==> src/rtl/mmio_pkg.sv <==
// Shared definitions for the memory-mapped peripherals behind the core's
// data-memory write bus.
//   tx_state_t        - UART transmitter frame states
//   DEFAULT_TX_ADDR   - store address that enqueues a console byte
//   DEFAULT_CTRL_ADDR - store address of the UART control word
package mmio_pkg;

    typedef enum logic [1:0] {
        IDLE  = 2'd0,
        START = 2'd1,
        DATA  = 2'd2,
        STOP  = 2'd3
    } tx_state_t;

    localparam logic [31:0] DEFAULT_TX_ADDR   = 32'h0000_00FC;
    localparam logic [31:0] DEFAULT_CTRL_ADDR = 32'h0000_00F8;

endpackage

==> src/rtl/mmio_uart_tx_byte_fifo.sv <==
// byte_fifo: synchronous circular-buffer FIFO.
//   clk, rst   - clock, synchronous active-high reset (flushes the FIFO)
//   push, din  - write request and data; ignored while full
//   pop, dout  - read request and head data; dout shows the head
//                combinationally so the consumer can take it in the same
//                cycle it pops
//   full, empty, count - occupancy derived from the registered count
module byte_fifo #(
    parameter int DEPTH = 8,
    parameter int WIDTH = 8
) (
    input  logic                     clk,
    input  logic                     rst,
    input  logic                     push,
    input  logic [WIDTH-1:0]         din,
    input  logic                     pop,
    output logic [WIDTH-1:0]         dout,
    output logic                     full,
    output logic                     empty,
    output logic [$clog2(DEPTH):0]   count
);

    localparam int AW = $clog2(DEPTH);

    logic [WIDTH-1:0] mem [DEPTH];
    logic [AW-1:0]    wr_ptr_reg;
    logic [AW-1:0]    rd_ptr_reg;
    logic [AW:0]      count_reg;

    logic do_push;
    logic do_pop;

    assign full    = (count_reg == (AW+1)'(DEPTH));
    assign empty   = (count_reg == '0);
    assign count   = count_reg;
    assign dout    = mem[rd_ptr_reg];

    // Acceptance is judged on the registered count only: a pop in the same
    // cycle does not make room for a push into a full FIFO.
    assign do_push = push && !full;
    assign do_pop  = pop && !empty;

    // Storage carries no reset; stale entries are never visible because
    // the pointers and count are reset.
    always_ff @(posedge clk) begin
        if (do_push) begin
            mem[wr_ptr_reg] <= din;
        end
    end

    // Pointers are exactly AW bits wide so they wrap on their own.
    always_ff @(posedge clk) begin
        if (rst) begin
            wr_ptr_reg <= '0;
            rd_ptr_reg <= '0;
            count_reg  <= '0;
        end else begin
            if (do_push) begin
                wr_ptr_reg <= wr_ptr_reg + AW'(1);
            end
            if (do_pop) begin
                rd_ptr_reg <= rd_ptr_reg + AW'(1);
            end
            case ({do_push, do_pop})
                2'b10:   count_reg <= count_reg + (AW+1)'(1);
                2'b01:   count_reg <= count_reg - (AW+1)'(1);
                default: count_reg <= count_reg;
            endcase
        end
    end

endmodule

==> src/rtl/mmio_uart_tx.sv <==
// mmio_uart_tx: console UART transmitter snooping the core's store bus.
//   clk, rst   - clock, synchronous active-high reset
//   data_addr  - processor data-memory address
//   write_data - processor store data (byte in [7:0], clear bit in [0])
//   we_mem     - processor store strobe
//   tx         - 8N1 serial output, idles high, driven from a register
//   busy       - FIFO non-empty or a frame in flight
//   fifo_full  - FIFO holds FIFO_DEPTH bytes
//   overflow   - sticky: a byte was dropped; cleared by a control store
// Stores to TX_ADDR are queued and never stall the core; a store that finds
// the FIFO full is dropped and flagged.
module mmio_uart_tx #(
    parameter int          CLKS_PER_BIT = 16,
    parameter int          FIFO_DEPTH   = 8,
    parameter logic [31:0] TX_ADDR      = mmio_pkg::DEFAULT_TX_ADDR,
    parameter logic [31:0] CTRL_ADDR    = mmio_pkg::DEFAULT_CTRL_ADDR
) (
    input  logic        clk,
    input  logic        rst,
    input  logic [31:0] data_addr,
    input  logic [31:0] write_data,
    input  logic        we_mem,
    output logic        tx,
    output logic        busy,
    output logic        fifo_full,
    output logic        overflow
);

    import mmio_pkg::*;

    localparam int          AW        = $clog2(FIFO_DEPTH);
    localparam int          BAUD_W    = $clog2(CLKS_PER_BIT);
    localparam logic [BAUD_W-1:0] BAUD_LAST = BAUD_W'(CLKS_PER_BIT - 1);

    // Address decode
    logic push_req;
    logic clr_req;
    logic drop;

    // Upper store bits carry nothing for this peripheral.
    logic unused_write_hi;
    assign unused_write_hi = ^write_data[31:8];

    assign push_req = we_mem && (data_addr == TX_ADDR);
    assign clr_req  = we_mem && (data_addr == CTRL_ADDR) && write_data[0];

    // FIFO
    logic          fifo_pop;
    logic [7:0]    fifo_dout;
    logic          fifo_empty;
    logic          fifo_full_w;
    logic [AW:0]   fifo_count;

    byte_fifo #(
        .DEPTH (FIFO_DEPTH),
        .WIDTH (8)
    ) u_fifo (
        .clk   (clk),
        .rst   (rst),
        .push  (push_req),
        .din   (write_data[7:0]),
        .pop   (fifo_pop),
        .dout  (fifo_dout),
        .full  (fifo_full_w),
        .empty (fifo_empty),
        .count (fifo_count)
    );

    assign drop = push_req && fifo_full_w;

    // Overflow flag: a drop on the same edge as a clear wins.
    logic overflow_reg;

    always_ff @(posedge clk) begin
        if (rst) begin
            overflow_reg <= 1'b0;
        end else if (drop) begin
            overflow_reg <= 1'b1;
        end else if (clr_req) begin
            overflow_reg <= 1'b0;
        end
    end

    // Transmit FSM
    tx_state_t         state_reg,  state_next;
    logic [BAUD_W-1:0] baud_reg,   baud_next;
    logic [2:0]        bit_reg,    bit_next;
    logic [7:0]        shift_reg,  shift_next;
    logic              tx_reg,     tx_next;
    logic              baud_last;

    assign baud_last = (baud_reg == BAUD_LAST);

    always_ff @(posedge clk) begin
        if (rst) begin
            state_reg <= IDLE;
            baud_reg  <= '0;
            bit_reg   <= '0;
            shift_reg <= '0;
            tx_reg    <= 1'b1;
        end else begin
            state_reg <= state_next;
            baud_reg  <= baud_next;
            bit_reg   <= bit_next;
            shift_reg <= shift_next;
            tx_reg    <= tx_next;
        end
    end

    always_comb begin
        state_next = state_reg;
        baud_next  = baud_reg;
        bit_next   = bit_reg;
        shift_next = shift_reg;
        fifo_pop   = 1'b0;

        case (state_reg)
            IDLE: begin
                if (!fifo_empty) begin
                    fifo_pop   = 1'b1;
                    shift_next = fifo_dout;
                    baud_next  = '0;
                    state_next = START;
                end
            end
            START: begin
                if (baud_last) begin
                    baud_next  = '0;
                    bit_next   = '0;
                    state_next = DATA;
                end else begin
                    baud_next = baud_reg + BAUD_W'(1);
                end
            end
            DATA: begin
                if (baud_last) begin
                    baud_next  = '0;
                    shift_next = {1'b0, shift_reg[7:1]};
                    if (bit_reg == 3'd7) begin
                        state_next = STOP;
                    end else begin
                        bit_next = bit_reg + 3'd1;
                    end
                end else begin
                    baud_next = baud_reg + BAUD_W'(1);
                end
            end
            STOP: begin
                // Always pass through IDLE so back-to-back frames are
                // separated by one extra high cycle.
                if (baud_last) begin
                    baud_next  = '0;
                    state_next = IDLE;
                end else begin
                    baud_next = baud_reg + BAUD_W'(1);
                end
            end
            default: begin
                state_next = IDLE;
            end
        endcase

        // The line level is registered from the state being entered, so tx
        // follows the FSM with no combinational path from the bus.
        case (state_next)
            START:   tx_next = 1'b0;
            DATA:    tx_next = shift_next[0];
            default: tx_next = 1'b1;
        endcase
    end

    assign tx        = tx_reg;
    assign busy      = (state_reg != IDLE) || (fifo_count != '0);
    assign fifo_full = fifo_full_w;
    assign overflow  = overflow_reg;

endmodule

==> config.mk <==
export PLATFORM = sky130hd
export DESIGN_NAME = mmio_uart_tx
export DESIGN_NICKNAME = d
export VERILOG_FILES = /design/src/rtl/mmio_pkg.sv /design/src/rtl/mmio_uart_tx_byte_fifo.sv /design/src/rtl/mmio_uart_tx.sv
export SDC_FILE = /design/constraint.sdc
export NUM_CORES = 1
export LEC_CHECK = 0
export CAP_MARGIN = 20
export CELL_PAD_IN_SITES_DETAIL_PLACEMENT = 1
export CELL_PAD_IN_SITES_GLOBAL_PLACEMENT = 1
export CORE_UTILIZATION = 39
export DETAILED_ROUTE_END_ITERATION = 10
export GPL_TIMING_DRIVEN = 0
export PLACE_DENSITY = 0.78
export SYNTH_ARGS = -nofsm -noshare
export SYNTH_HDL_FRONTEND = slang
export SYNTH_SLANG_ARGS = --single-unit
==> constraint.sdc <==
create_clock -name clk -period 2.37 [get_ports clk]
set_input_delay 0.237 -clock clk [delete_from_list [all_inputs] [get_ports clk]]
set_output_delay 0.237 -clock clk [all_outputs]
set_load 0.02 [all_outputs]
==> results.md <==
- Worst skew pair latency: 0.37 ns
- Final setup violation count: 6
- Hold Path End: baud_reg[1]$_SDFFE_PP0P_
- Register area: 2570 µm²
- Yosys warning count: 0
- Nets: 454
- Die footprint: 11000 µm²
- Grt total ovfl: 0
- Synthesized instance count: 289
- FP Rows: 37
- Async SR Flop Fraction: 0%
- Total power: 3040 µW
- H-tree levels: 3
- WL/cell: 20.7 µm
- Worst setup path start: data_addr[16]
- Mapped cell area: 4150 µm²
- CP max FO: 7
- Top cell type by total area after synthesis: edfxtp_1
- CTS clk-pin slew, worst paths: 0.10 ns
- Fill count: 1017
- Fin crit period: 2.44 ns
- EDFF count, synth: 64
- Max-slew violations: 0
- Hold Path Stages: 2
- Pwr dens: 560 nW/µm²
- Syn nets: 364
- Max Clk Rate: 410 MHz
- Number of flip-flops in the largest register: 64
- Top-area cell type share of the netlist area: 46.3%
- Peak VDD IR: 0.000499 V
- Final hold violation count: 0
- CP Launch Type: input pin
- Clock Tree Buf Depth: 2
- #FFs+latches synth: 96
- Largest net degree at the start of global routing: 20
- Area growth from synthesis to layout: 30.8%
- Leakage: 0.00195 µW
- Die Height: 105 µm
- Required time worst endpoint: 2.66 ns
- Via/cell ratio: 5.49
- Reg2reg setup slack: -0.07 ns
- Fin crit share: 103%
- CTS buffer count: 9
- Remaining DRCs: 0
- Unique masters post-synth: 50
- Most common cell in the netlist: edfxtp_1
- Total number of vias: 2854
- Failing checks: negative setup slack
- Final WS setup: -0.0700 ns
- Routability congestion estimate: 0.725
- Antenna violations before repair: 0
- Crit Reg-Reg Startpoint: u_fifo.count[0]$_SDFFE_PP0P_
- Largest cells by area after synthesis: edfxtp_1 (46%), dfxtp_1 (15%), mux4_2 (7.6%), ha_1 (2.4%), mux2i_1 (2.4%)
- Worst slew pin tran: 0.690 ns
- Critical path type: in -> reg
- Hold Worst Slack: 0.520 ns
- Max Cap Viol: 0
- Synth Flop Type: edfxtp_1
- Setup_tns: -0.115 ns
- Vias in the first global route: 2950
- Post-detail-place hpwl: 6940 µm
- Worst Hold Class: reg -> reg
- Area of the core: 10300 µm²
- Synthesized area per cell: 14.3 µm²
- Root buffer cell: clkbuf_8
- Multi-input combinational cell area: 1630 µm²
- Die Width: 105 µm
- Gr usage total: 19.6%
- Reg2reg end: u_fifo.count[2]$_SDFFE_PP0P_
- First drt pass iteration count: 4
- Relative slew slack: 54.0%
- Synth cell count leaders: edfxtp_1 (64), dfxtp_1 (32), nor2_1 (23)
- CTS sink cnt: 96
- CTS tree: yes
- Critical Path AT: 2.73 ns
- R2R depth: 11
- Routed Antenna Nets: 0
- I/O Buffers: 46
- Top Ports: 71
- Run status: finished, violations left
- Hold Startpoint: baud_reg[1]$_SDFFE_PP0P_
- Final clock skew: 0.0109 ns
- Iter 0 DRT Violations: 119
- Total wire length: 10700 µm
- Crit. End Element: register
- Diode count: 0
- Layout cell share with drive strength beyond 1: 29.2%
- Initial Util: 40.2%
- First-pass GRT wire length: 16300 µm
- RSZ-0062 raised after global routing: yes
- Sequential area share after synthesis: 61.8%
-- report_power, final --
part           internal [µW]  switching, µW
Combinational           64.2           45.0
Sequential              1780     0.00000120
Clock                    521            628
Total                   2360            673
-- worst max-delay path: stages --
cell and delay, ns:
clkdlybuf4s50_1 0.43, nor4_2 0.33, nand4_1 0.23, nor3_4 0.24, inv_4 0.11, ha_4 0.18, xor2_1 0.14, ha_2 0.18
a21oi_2 0.12, xor2_1 0.10, or3_1 0.31, a21oi_1 0.13
-- layout make-up --
cell class	instances	share of cell area (%)
repair buffers	80	13.5
inverters	6	0.461
well taps	136	3.14
clock inverters	7	1.75
multi-input cells	173	30.1
clock buffers	9	2.28
flip-flops and latches	96	47.4
plain buffers	13	1.31
-- stage by stage --
step                utilization [%]  instances  worst slack [ns]  instance area (µm²)
floorplan                         -        289          -0.00705                 4160
global placement               46.4        471             -1.35                 4790
detailed placement             47.0        477            -0.843                 4850
CTS                            51.0        510           -0.0252                 5270
global route                   52.5        520            -0.157                 5420
finish                         52.5        520           -0.0700                 5420
-- worst max-delay path by stage --
stage / depth (start not counted) / slack (ns) / end
floorplan: 5 / -0.007 / u_fifo.mem[0][0]$_DFFE_PP_
global placement: 6 / -1.35 / u_fifo.mem[1][2]$_DFFE_PP_
detailed placement: 6 / -0.84 / u_fifo.mem[4][1]$_DFFE_PP_
CTS: 11 / -0.03 / u_fifo.count[2]$_SDFFE_PP0P_
global route: 12 / -0.16 / u_fifo.count[2]$_SDFFE_PP0P_
finish: 12 / -0.07 / u_fifo.count[2]$_SDFFE_PP0P_
-- layer usage --
metal | global-route usage, % | part of all wire (%)
met1 | 24.8 | 43
met3 | 3.93 | 3.2
met4 | 4.93 | 1.5
met2 | 34.4 | 53
met5 | 0 | 0
-- cells by family (layout without fill, tap and decap cells) --
family          after synthesis  count (layout)  synth area share, %
compound gates               44              44                 7.72
xor+xnor                      6               6                 1.27
fa+ha+maj                     8               8                 2.41
buf+inv                      20             115                 2.35
flops                        96              96                 61.8
mux                          27              27                 10.8
simple gates                 88              88                 13.6
-- layout by cell type (no fill, tap or decap), types with 5 or more instances in the layout --
cell type	netlist	layout
a22oi_1	10	10
a32oi_1	6	6
clkbuf_8	0	9
dlymetal6s2s_1	0	7
edfxtp_1	64	64
nand2_1	7	6
mux4_2	14	14
buf_4	2	34
dfxtp_1	32	28
nor4_2	0	5
nand4_1	5	5
ha_1	8	5
a21oi_1	14	12
mux2i_1	10	10
nor3_1	7	5
clkdlybuf4s50_1	0	35
nor2b_1	7	7
nand3_1	6	6
nor2_1	23	22
xor2_1	5	5
buf_2	6	6
-- timing repair --
item / CTS / global route
hold buffers: 0 / 0
pin swaps: 15 / 14
setup endpoints to repair: 61 / 29
buffers inserted: 18 / 10
resized for setup: 25 / 18
Power figures use the tool's default switching activity.
